[src/rtl/hazard_stall_unit.sv]
// Pipeline hazard controller: load-use bubbles, branch flushes and memory-busy freezes.
// Control outputs are combinational; state, bubble counter, pending flush and event counters are registered.
//
// state    | meaning
// RUN      | normal issue; detects load-use and branch events
// LU_STALL | inserting the remaining load-use bubbles (luCntQ left)
// MEM_WAIT | whole pipeline frozen while data memory is busy
module hazard_stall_unit #(
  parameter int LU_STALL_CYCLES = 1
) (
  input  logic        clk,
  input  logic        reset,
  input  logic [4:0]  IF_ID_RegRs1,
  input  logic [4:0]  IF_ID_RegRs2,
  input  logic        IF_ID_UsesRs1,
  input  logic        IF_ID_UsesRs2,
  input  logic        ID_EX_MemRead,
  input  logic [4:0]  ID_EX_RegRd,
  input  logic        EX_Branch_Taken,
  input  logic        Mem_Busy,
  output logic        PC_Write,
  output logic        IF_ID_Write,
  output logic        ID_EX_Write,
  output logic        EX_MEM_Write,
  output logic        IF_ID_Flush,
  output logic        ID_EX_Flush,
  output logic [1:0]  State,
  output logic [15:0] Stall_Count,
  output logic [15:0] Freeze_Count,
  output logic [15:0] Flush_Count
);

  typedef enum logic [1:0] {
    RUN      = 2'b00,
    LU_STALL = 2'b01,
    MEM_WAIT = 2'b10
  } state_t;

  localparam logic [1:0] LU_RELOAD = 2'(LU_STALL_CYCLES - 1);

  state_t      stateQ, stateD;
  logic        flushPendingQ, flushPendingD;
  logic [1:0]  luCntQ, luCntD;
  logic [15:0] stallCntQ, freezeCntQ, flushCntQ;
  logic        incStall, incFreeze, incFlush;
  logic        luHazard, branchReq, bubbleOwed;

  assign luHazard = ID_EX_MemRead && (ID_EX_RegRd != 5'd0) &&
                    ((IF_ID_UsesRs1 && (ID_EX_RegRd == IF_ID_RegRs1)) ||
                     (IF_ID_UsesRs2 && (ID_EX_RegRd == IF_ID_RegRs2)));

  assign branchReq = EX_Branch_Taken || flushPendingQ;

  // Bubbles left over from an interrupted load-use stall resume after a freeze.
  assign bubbleOwed = (stateQ == LU_STALL) || ((stateQ == MEM_WAIT) && (luCntQ != 2'd0));

  always_comb begin
    PC_Write      = 1'b1;
    IF_ID_Write   = 1'b1;
    ID_EX_Write   = 1'b1;
    EX_MEM_Write  = 1'b1;
    IF_ID_Flush   = 1'b0;
    ID_EX_Flush   = 1'b0;
    stateD        = stateQ;
    flushPendingD = flushPendingQ;
    luCntD        = luCntQ;
    incStall      = 1'b0;
    incFreeze     = 1'b0;
    incFlush      = 1'b0;

    if (reset) begin
      IF_ID_Flush = 1'b1;
      ID_EX_Flush = 1'b1;
    end else if (Mem_Busy) begin
      PC_Write     = 1'b0;
      IF_ID_Write  = 1'b0;
      ID_EX_Write  = 1'b0;
      EX_MEM_Write = 1'b0;
      stateD       = MEM_WAIT;
      incFreeze    = 1'b1;
      // A branch resolving as the freeze begins is remembered and flushed afterwards.
      if (stateQ != MEM_WAIT && EX_Branch_Taken) begin
        flushPendingD = 1'b1;
      end
    end else if (branchReq) begin
      IF_ID_Flush   = 1'b1;
      ID_EX_Flush   = 1'b1;
      flushPendingD = 1'b0;
      luCntD        = 2'd0;
      stateD        = RUN;
      incFlush      = 1'b1;
    end else if (bubbleOwed) begin
      PC_Write    = 1'b0;
      IF_ID_Write = 1'b0;
      ID_EX_Flush = 1'b1;
      incStall    = 1'b1;
      luCntD      = luCntQ - 2'd1;
      stateD      = (luCntQ == 2'd1) ? RUN : LU_STALL;
    end else if (luHazard) begin
      PC_Write    = 1'b0;
      IF_ID_Write = 1'b0;
      ID_EX_Flush = 1'b1;
      incStall    = 1'b1;
      if (LU_STALL_CYCLES > 1) begin
        luCntD = LU_RELOAD;
        stateD = LU_STALL;
      end else begin
        stateD = RUN;
      end
    end else begin
      stateD = RUN;
    end
  end

  always_ff @(posedge clk) begin
    if (reset) begin
      stateQ        <= RUN;
      flushPendingQ <= 1'b0;
      luCntQ        <= 2'd0;
      stallCntQ     <= 16'd0;
      freezeCntQ    <= 16'd0;
      flushCntQ     <= 16'd0;
    end else begin
      stateQ        <= stateD;
      flushPendingQ <= flushPendingD;
      luCntQ        <= luCntD;
      if (incStall && stallCntQ != 16'hFFFF) begin
        stallCntQ <= stallCntQ + 16'd1;
      end
      if (incFreeze && freezeCntQ != 16'hFFFF) begin
        freezeCntQ <= freezeCntQ + 16'd1;
      end
      if (incFlush && flushCntQ != 16'hFFFF) begin
        flushCntQ <= flushCntQ + 16'd1;
      end
    end
  end

  assign State        = stateQ;
  assign Stall_Count  = stallCntQ;
  assign Freeze_Count = freezeCntQ;
  assign Flush_Count  = flushCntQ;

endmodule

[config.mk]
export PLATFORM = sky130hd
export DESIGN_NAME = hazard_stall_unit
export DESIGN_NICKNAME = d
export VERILOG_FILES = /design/src/rtl/hazard_stall_unit.sv
export SDC_FILE = /design/constraint.sdc
export NUM_CORES = 1
export LEC_CHECK = 0
export BUFFER_PORTS_ARGS = -buffer_cell sky130_fd_sc_hd__buf_2
export CAP_MARGIN = 20
export CORE_ASPECT_RATIO = 0.8
export CORE_MARGIN = 3
export CORE_UTILIZATION = 55
export CTS_BUF_LIST = sky130_fd_sc_hd__clkbuf_4 sky130_fd_sc_hd__clkbuf_8 sky130_fd_sc_hd__clkbuf_16
export DETAILED_ROUTE_END_ITERATION = 6
export PLACE_DENSITY = 0.84
export SYNTH_ARGS = -nofsm -noshare
export SYNTH_HDL_FRONTEND = slang
export SYNTH_SLANG_ARGS = --single-unit
[constraint.sdc]
create_clock -name clk -period 6.45 [get_ports clk]
set_clock_uncertainty 0.2 [all_clocks]
set_input_delay 1.29 -clock clk [delete_from_list [all_inputs] [get_ports clk]]
set_output_delay 1.29 -clock clk [all_outputs]
set_load 0.02 [all_outputs]
==> results.yml, run 1 <==
clock_tree:
  clk_pin_slew_ns: 0.09
  cts_hold_buf: 0
  postCtsSetupBuffers: 0
  cts.sinks: 53
  cts_max_level: 2
  cts_resized: 0
  cts_buffers: 5
  cts.path.max_buffers: 2
  clock_latency_ns: 0.30
  cts_root_buf: "clkbuf_8"
  cts_tree: "yes"
logic_synthesis:
  yosysSeqAreaShare_pct: 40.5
  ys_top_cells_by_count: "dfxtp_1 (53), nor2_1 (50), xor2_1 (28), nand2_1 (21), xnor2_1 (18)"
  yosysTopAreaCell: "dfxtp_1"
  synth_top_area_share_pct: 40.5
  synth_most_common_cell: "dfxtp_1"
  syn_nets: 331
  avgSynthCellArea_sq_um: 8.62
  synth_cells: 304
  yosysWarnings: 0
  synth_flop_cell: "dfxtp_1"
  synth-seq-cells: 53
  async_reset_ff_share_pct: 0
  synth-edff-count: 0
  synth_cell_types: 43
  syn_area_sq_um: 2620
  synth.area.top_cells: "dfxtp_1 (40%), xor2_1 (9.4%), nor2_1 (7.2%), xnor2_1 (6.0%), nand4_1 (3.8%)"
sta:
  hold_violations: 0
  fin_tns_setup_ns: 0
  slew_headroom_pct: 61.9
  clock.fmax_mhz: 229
  drv_slew: 0
  rsz0062_at_grt: "false"
  setup_ws_ns: 2.08
  finalCriticalPeriod_ns: 4.37
  setup_viol: 0
  timing.final.crit_share_pct: 67.7
  worstMarginPinSlew_ns: 0.567
critical_path:
  cpMaxStageDelayCell: "or4_1"
  cpPeakStageDelay_ns: 0.54
  start_kind: "primary input"
  worstPathArrival_ns: 2.88
  crit_fanout: 15
  crit_top_cell: "buf_2"
  rrSetupSlack_ns: 4.13
  critPathRequiredTime_ns: 4.96
  cp_cell_sequence: "buf_2 > or4_1 > o21ai_0 > o21a_4 > nor3_1 > o21bai_1 > buf_2"
  crit_type: "in -> out"
  end_kind: "primary output"
global_routing:
  antenna_found_initial: 0
  grt-ovfl-total: 0
  grt_usage_pct: 20.1
  grt_max_degree: 32
  grt_pass1_vias: 2146
  grt_pass1_wl_um: 9320
placement:
  preCtsSetupSlack_ns: 2.07
  dp_hpwl_um: 4280
  portBuffers: 77
  placed_cells: 427
  gp_congestion: 0.866
routing:
  wirelength_um: 5710
  ant_nets: 0
  drtIter0Drc: 115
  drcViolationCount: 0
  dr.pass1.iters: 4
  wl_per_cell_um: 13.1
  viasPerCell: 5.44
  via_count: 2367
power_and_ir_drop:
  power_frac_clock_pct: 38.2
  switching_share_pct: 22.0
  peakVddDrop_mv: 0.128
  p_seq_share_pct: 54.3
  finalPower_mw: 0.612
  power.internal_mw: 0.478
  p_leak_nw: 1.32
  power_density_nw_per_um2: 195
  pwr-share-comb_pct: 7.5
  switching_power_mw: 0.135
die:
  dieArea_sq_um: 5640
  coreArea_sq_um: 4390
  die_y_um: 67.7
  die_x_um: 83.2
  io_pins: 78
  rows: 21
  initial_core_util_pct: 59.7
finish:
  area.growth.synth_to_final_pct: 20.0
  fillers: 368
  n_antenna_cell: 0
  instances_no_fill: 435
  layout-drive-gt1-share_pct: 25.4
  layout.nets: 404
hold_path:
  min_path_type: "reg -> reg"
status:
  outcome: "finished clean"
flow_run:
  max_cap_violations: 0
[sequential cells by signal, summed over array words and instances (netlist names)]
name and flops:
Stall_Count 16, flushPendingQ 1, State 2, Flush_Count 16, Freeze_Count 16, luCntQ 2
[cell families (layout without fill, tap and decap cells)]
kind of cell / count (synthesis) / after routing / share of synthesized area, %
adders and majority gates: 5 / 5 / 2.39
xor gates and xnor gates: 46 / 46 / 15.4
muxes: 4 / 4 / 1.62
AOI/OAI and AO/OA: 28 / 28 / 6.97
DFF: 53 / 53 / 40.5
and+or+nand+nor: 148 / 148 / 29.7
buffers and inverters: 20 / 94 / 3.48
[cells in the final DEF (no fill, tap or decap), drive strengths merged, types with 7 or more instances in the layout]
cell     n
buf     78
dfxtp   53
nor2    51
xor2    28
nand2   21
xnor2   18
nand4   16
nand3   12
nor3    11
a21oi   10
o21ai    9
inv      8
nor4     7
and3     7
clkbuf   7
[power by group through the flow]
stage / logic [mW] / clock network, mW / registers, mW
5_1_grt: 0.0502 / 0.250 / 0.334
3_5_place_dp: 0.0461 / 0 / 0.341
3_3_place_gp: 0.0449 / 0 / 0.340
4_1_cts: 0.0463 / 0.238 / 0.333
2_1_floorplan: 0.0268 / 0 / 0.343
6_report: 0.0459 / 0.234 / 0.333
[layout make-up]
class	instances	area [sq um]	share of cell area, %
Multi-Input combinational cell	231	1470	46.7
Sequential cell	53	1060	33.7
Timing Repair Buffer	78	393	12.5
Clock buffer	7	90.1	2.87
Tap cell	57	71.3	2.27
Clock inverter	1	30.0	0.955
Inverter	8	30.0	0.955
[through the flow]
stage	hold WS, ns	area, sq um	util, %
5_1_grt	0.363	3140	71.7
2_1_floorplan	0.274	2620	-
6_report	0.312	3140	71.7
3_3_place_gp	0.278	3020	68.9
4_1_cts	0.313	3140	71.7
3_5_place_dp	0.285	3020	68.9
[worst max-delay path: cells and delay by family]
family                 cells  cell delay, ns
AO/OA/AOI/OAI              3            0.67
AND/OR/NAND/NOR            2            0.61
buffers and inverters      2            0.31
[final timing paths]
path                                     start              end  cells after the start
worst max-delay path            ID_EX_RegRd[1]      IF_ID_Write                      7
worst min-delay path            Stall_Count[4]   Stall_Count[4]                      1
worst max register to register  Flush_Count[0]  Flush_Count[14]                      7
worst min register to register  Stall_Count[4]   Stall_Count[4]                      1
[per-layer routing]
| layer | global-route usage (%) | vias up | share of wire, % |
|---|---|---|---|
| met3 | 5.12 | 4 | 6.1 |
| met1 | 25.6 | 1111 | 47 |
| met4 | 5.31 | 0 | 0.60 |
| met5 | 0 | - | 0 |
| li1 | - | 1189 | - |
| met2 | 34.5 | 63 | 46 |
Power figures use the tool's default switching activity.
==> run 2, diff against run 1 <==
--- a/config.mk
+++ b/config.mk
@@ -9,10 +9,10 @@
 export CAP_MARGIN = 20
 export CORE_ASPECT_RATIO = 0.8
 export CORE_MARGIN = 3
-export CORE_UTILIZATION = 55
+export CORE_UTILIZATION = 51
 export CTS_BUF_LIST = sky130_fd_sc_hd__clkbuf_4 sky130_fd_sc_hd__clkbuf_8 sky130_fd_sc_hd__clkbuf_16
 export DETAILED_ROUTE_END_ITERATION = 6
-export PLACE_DENSITY = 0.84
+export PLACE_DENSITY = 0.79
 export SYNTH_ARGS = -nofsm -noshare
 export SYNTH_HDL_FRONTEND = slang
 export SYNTH_SLANG_ARGS = --single-unit
==> constraint.sdc (replaced) <==
create_clock -name clk -period 4.1 [get_ports clk]
set_clock_uncertainty 0.2 [all_clocks]
set_input_delay 0.82 -clock clk [delete_from_list [all_inputs] [get_ports clk]]
set_output_delay 0.82 -clock clk [all_outputs]
set_load 0.02 [all_outputs]
==> results.yml, run 2 (synthesized netlist as in run 1, its figures left out) <==
status:
  outcome: "finished clean"
clock_tree:
  clock_latency_ns: 0.31
  postCtsSetupBuffers: 0
  cts.sinks: 53
  clk_pin_slew_ns: 0.09
  cts.path.max_buffers: 2
  cts_buffers: 5
  cts_resized: 0
  cts_root_buf: "clkbuf_8"
  cts_max_level: 2
  cts_hold_buf: 0
  cts_tree: "yes"
sta:
  worstMarginPinSlew_ns: 0.560
  setup_viol: 0
  timing.final.crit_share_pct: 82.1
  fin_tns_setup_ns: 0
  hold_violations: 0
  clock.fmax_mhz: 297
  slew_headroom_pct: 62.3
  drv_slew: 0
  rsz0062_at_grt: "false"
  finalCriticalPeriod_ns: 3.37
  whs_ns: 0.318
die:
  rows: 22
  die_y_um: 70.1
  initial_core_util_pct: 55.0
  die_x_um: 86.2
  io_pins: 78
  coreArea_sq_um: 4760
  dieArea_sq_um: 6040
routing:
  ant_nets: 0
  viasPerCell: 5.40
  drcViolationCount: 0
  via_count: 2360
  dr.pass1.iters: 4
  wirelength_um: 5670
  wl_per_cell_um: 13.0
  drtIter0Drc: 133
flow_run:
  max_cap_violations: 0
global_routing:
  antenna_found_initial: 0
  grt-ovfl-total: 0
  grt_pass1_vias: 2161
  grt_usage_pct: 18.7
  grt_max_degree: 32
  grt_pass1_wl_um: 9340
hold_path:
  min_path_type: "reg -> reg"
power_and_ir_drop:
  switching_power_mw: 0.213
  p_seq_share_pct: 58.2
  pwr-share-comb_pct: 7.9
  switching_share_pct: 23.7
  peakVddDrop_mv: 0.173
  power_density_nw_per_um2: 289
  power.internal_mw: 0.687
  p_leak_nw: 1.30
  power_frac_clock_pct: 33.9
finish:
  layout.nets: 404
  final_common_cell: "buf_2"
  seq_area_sq_um: 1060
  fillers: 428
  layout_common_cells: "buf_2 (77), dfxtp_1 (53), nor2_1 (50)"
  n_antenna_cell: 0
  layout-drive-gt1-share_pct: 25.2
  final_util_pct: 65.5
  area.growth.synth_to_final_pct: 18.9
  multi_input_area_sq_um: 1470
placement:
  dp_hpwl_um: 4170
  portBuffers: 77
  gp_congestion: 0.733
critical_path:
  crit_fanout: 15
  cpPeakStageDelay_ns: 0.52
  critPathRequiredTime_ns: 3.08
  crit_top_cell: "buf_2"
  cp_cell_sequence: "buf_2 > or4_1 > o21ai_0 > o21a_4 > nor3_1 > o21bai_1 > buf_2"
  crit_type: "in -> out"
  cpMaxStageDelayCell: "or4_1"
  worstPathArrival_ns: 2.35
  end_kind: "primary output"
  start_kind: "primary input"
==> run 2: power groups by stage <==
stage	logic, mW	registers [mW]	clock network (mW)
2_1_floorplan	0.0422	0.540	0
3_3_place_gp	0.0705	0.536	0
3_5_place_dp	0.0716	0.536	0
4_1_cts	0.0723	0.524	0.312
5_1_grt	0.0787	0.525	0.330
6_report	0.0715	0.524	0.305
==> run 2: cell type report <==
type,instances,area share [%]
flip-flops and latches,53,34.0
repair buffers,78,12.6
multi-input cells,231,47.1
clock buffers,7,2.89
well taps,60,2.41
inverters,8,0.963
==> run 2: per-layer routing <==
metal  up-vias  part of all wire (%)  track usage (%)  wire [um]
met5         -                     0                0          0
met4         0                  0.67             5.62         38
met3         5                   7.8             4.60        441
met2        71                    46             30.8       2610
met1      1099                    46             23.9       2580
li1       1185                     -                -          -
==> run 2: stage by stage <==
stage | power [mW] | cell area, sq um | setup WS (ns) | cells
global placement | 0.606 | 3030 | 0.725 | 430
detailed placement | 0.607 | 3030 | 0.714 | 430
finish | 0.900 | 3120 | 0.733 | 437
CTS | 0.908 | 3120 | 0.712 | 437
floorplan | 0.582 | 2620 | 0.583 | 304
global route | 0.933 | 3120 | 0.595 | 437
==> run 2: path summary, 6_finish.rpt <==
check             slack (ns)             from               to  cells after the start
setup / recovery        0.73   ID_EX_RegRd[1]         PC_Write                      7
hold reg to reg         0.32  Flush_Count[12]  Flush_Count[12]                      2
setup reg to reg        1.77   Flush_Count[0]  Flush_Count[14]                      7
hold / removal          0.32  Flush_Count[12]  Flush_Count[12]                      2
==> run 2: worst max-delay path: cells and delay by family <==
kind,cells,cell delay [ns]
and+or+nand+nor,2,0.59
AOI/OAI and AO/OA,3,0.63
buffers and inverters,2,0.30
==> run 3, diff against run 2 <==
--- a/config.mk
+++ b/config.mk
@@ -5,14 +5,15 @@
 export SDC_FILE = /design/constraint.sdc
 export NUM_CORES = 1
 export LEC_CHECK = 0
+export ABC_AREA = 1
 export BUFFER_PORTS_ARGS = -buffer_cell sky130_fd_sc_hd__buf_2
 export CAP_MARGIN = 20
 export CORE_ASPECT_RATIO = 0.8
 export CORE_MARGIN = 3
-export CORE_UTILIZATION = 51
+export CORE_UTILIZATION = 54
 export CTS_BUF_LIST = sky130_fd_sc_hd__clkbuf_4 sky130_fd_sc_hd__clkbuf_8 sky130_fd_sc_hd__clkbuf_16
 export DETAILED_ROUTE_END_ITERATION = 6
-export PLACE_DENSITY = 0.79
+export PLACE_DENSITY = 0.8
 export SYNTH_ARGS = -nofsm -noshare
 export SYNTH_HDL_FRONTEND = slang
 export SYNTH_SLANG_ARGS = --single-unit
==> constraint.sdc (replaced) <==
create_clock -name clk -period 3.4 [get_ports clk]
set_clock_uncertainty 0.2 [all_clocks]
set_input_delay 0.68 -clock clk [delete_from_list [all_inputs] [get_ports clk]]
set_output_delay 0.68 -clock clk [all_outputs]
set_load 0.02 [all_outputs]
==> results.yml, run 3 <==
critical_path:
  rr_worst_depth: 9
  crit_type: "reg -> out"
  rrSetupSlack_ns: 1.38
  r2r-end: "Flush_Count[5]"
  end_kind: "primary output"
  crit_fanout: 4
  worstReg2RegStart: "Flush_Count[0]"
  worstPathArrival_ns: 1.94
  critPathRequiredTime_ns: 2.52
  start_kind: "flip-flop"
global_routing:
  grt-ovfl-total: 0
  grt_pass1_vias: 3063
  grt_max_degree: 29
  antenna_found_initial: 0
  grt_pass1_wl_um: 13700
  grt_usage_pct: 22.7
sta:
  drv_slew: 0
  setup_viol: 0
  timing.final.crit_share_pct: 82.9
  rsz0062_at_grt: "false"
  clock.fmax_mhz: 355
  finalCriticalPeriod_ns: 2.82
  whs_ns: 0.300
  setup_ws_ns: 0.580
  worstMarginPinSlew_ns: 0.326
  hold_violations: 0
  fin_tns_setup_ns: 0
  slew_headroom_pct: 78.1
hold_path:
  hold_end: "Freeze_Count[4]"
  min_from: "Freeze_Count[4]"
  min_path_type: "reg -> reg"
  whs_path_depth: 2
logic_synthesis:
  synth-seq-cells: 53
  synth_cells: 519
  synth_top_area_share_pct: 31.9
  synth_top_family_by_area: "simple AND/OR/NAND/NOR gates"
  synthMuxAreaShare_pct: 0
  synth_most_common_cell: "nand2_1"
  synth_compound_area_share_pct: 7.03
  synth-xor-area-share_pct: 2.89
  yosysTopAreaCell: "dfxtp_1"
  syn_nets: 546
  yosysWarnings: 0
  avgSynthCellArea_sq_um: 6.42
  synth_flop_cell: "dfxtp_1"
  synth_cell_types: 36
  synth-edff-count: 0
  yosysSeqAreaShare_pct: 31.9
  ys_top_cells_by_count: "nand2_1 (133), nor2_1 (73), inv_1 (64), dfxtp_1 (53), nand3_1 (41)"
  syn_area_sq_um: 3330
  async_reset_ff_share_pct: 0
  synth.area.top_cells: "dfxtp_1 (32%), nand2_1 (15%), nor2_1 (8.2%), inv_1 (7.2%), nand3_1 (6.2%)"
  synth_fa_ha_area_share_pct: 1.88
  synth-simple-area-share_pct: 44.3
finish:
  final_common_cell: "nand2_1"
  layout-drive-gt1-share_pct: 21.0
  fillers: 537
  layout.nets: 616
  layout_common_cells: "nand2_1 (133), buf_2 (77), nor2_1 (73)"
  area.growth.synth_to_final_pct: 14.4
  n_antenna_cell: 0
placement:
  gp_congestion: 0.911
  portBuffers: 77
  preCtsSetupSlack_ns: 0.721
  dp_hpwl_um: 6000
routing:
  drcViolationCount: 0
  via_count: 3428
  viasPerCell: 5.13
  dr.pass1.iters: 5
  wirelength_um: 7960
  ant_nets: 0
  drtIter0Drc: 182
  wl_per_cell_um: 11.9
power_and_ir_drop:
  peakVddDrop_mv: 0.180
  power_density_nw_per_um2: 291
  p_leak_nw: 1.72
die:
  die_x_um: 93.8
  io_pins: 78
  rows: 24
  die_y_um: 76.2
  initial_core_util_pct: 58.4
  dieArea_sq_um: 7150
  coreArea_sq_um: 5710
status:
  outcome: "finished clean"
clock_tree:
  cts_hold_buf: 0
  clk_pin_slew_ns: 0.10
  cts_resized: 0
  postCtsSetupBuffers: 0
  cts_buffers: 5
  cts_tree: "yes"
  clock_latency_ns: 0.31
  cts_root_buf: "clkbuf_8"
  cts.path.max_buffers: 2
  cts.sinks: 53
  cts_max_level: 2
flow_run:
  max_cap_violations: 0
[run 3: changes by cell type in the layout (fill, tap and decap cells not counted), moves of 7 or more]
| cell | change |
|---|---|
| xor2_1 | -21 |
| inv_1 | +56 |
| nand3_1 | +29 |
| nor3_1 | +7 |
| a21oi_1 | +12 |
| inv_2 | +9 |
| nor2_1 | +23 |
| nand2_1 | +112 |
| xnor2_1 | -14 |
[run 3: layout make-up]
class | count | area, sq um | share of cell area (%)
timing repair buffer | 80 | 408 | 10.7
multi-input combinational | 374 | 1870 | 49.1
clock inverter | 2 | 13.8 | 0.361
inverter | 75 | 282 | 7.39
tap | 78 | 97.6 | 2.56
sequential | 53 | 1060 | 27.9
clock buffer | 6 | 76.3 | 2.00
[run 3: per-layer routing]
metal  global-route usage [%]  part of all wire [%]  vias to the layer above
met2                     36.1                    45                      124
met1                     32.0                    47                     1518
li1                         -                     -                     1778
met4                     4.91                  0.88                        0
met3                     4.34                   7.5                        8
met5                        0                     0                        -
[run 3: where the power goes]
| part | switching, mW | leakage [nW] | total [mW] | internal, mW |
|---|---|---|---|---|
| Combinational | 0.0770 | 1.24 | 0.112 | 0.0350 |
| Clock | 0.209 | 0.0490 | 0.365 | 0.155 |
| Sequential | 0.00555 | 0.428 | 0.630 | 0.625 |
[run 3: how the worst max path moves through the flow]
stage / startpoint / end / slack, ns / cells past startpoint
after CTS: luCntQ[0] / ID_EX_Flush / 0.56 / 8
final: luCntQ[0] / ID_EX_Flush / 0.58 / 8
after global routing: luCntQ[0] / ID_EX_Flush / 0.43 / 8
after detailed placement: ID_EX_RegRd[0] / PC_Write / 0.72 / 9
after floorplan: ID_EX_RegRd[0] / PC_Write / 0.54 / 9
after global placement: ID_EX_RegRd[0] / PC_Write / 0.73 / 9
[run 3: worst max-delay path, cell delays in order (launching register included)]
cell and delay, ns:
dfxtp_1 0.38, inv_1 0.06, ha_1 0.18, nand3b_1 0.15, o21ai_0 0.13, inv_1 0.19, o21bai_1 0.22, o21bai_1 0.14
buf_2 0.19
[run 3: cell families after synthesis]
family                     count (synthesis)
buffers and inverters                     92
adders and majority gates                  5
DFF                                       53
AOI/OAI and AO/OA                         45
and+or+nand+nor                          313
xor gates and xnor gates                  11
[run 3: through the flow]
step                      cells  util, %  power [mW]  cell area, sq um
after floorplan             519        -       0.724              3330
after global placement      660     65.2       0.753              3720
after detailed placement    660     65.2       0.756              3720
after CTS                   668     66.7        1.12              3810
after global routing        668     66.7        1.16              3810
final                       668     66.7        1.11              3810
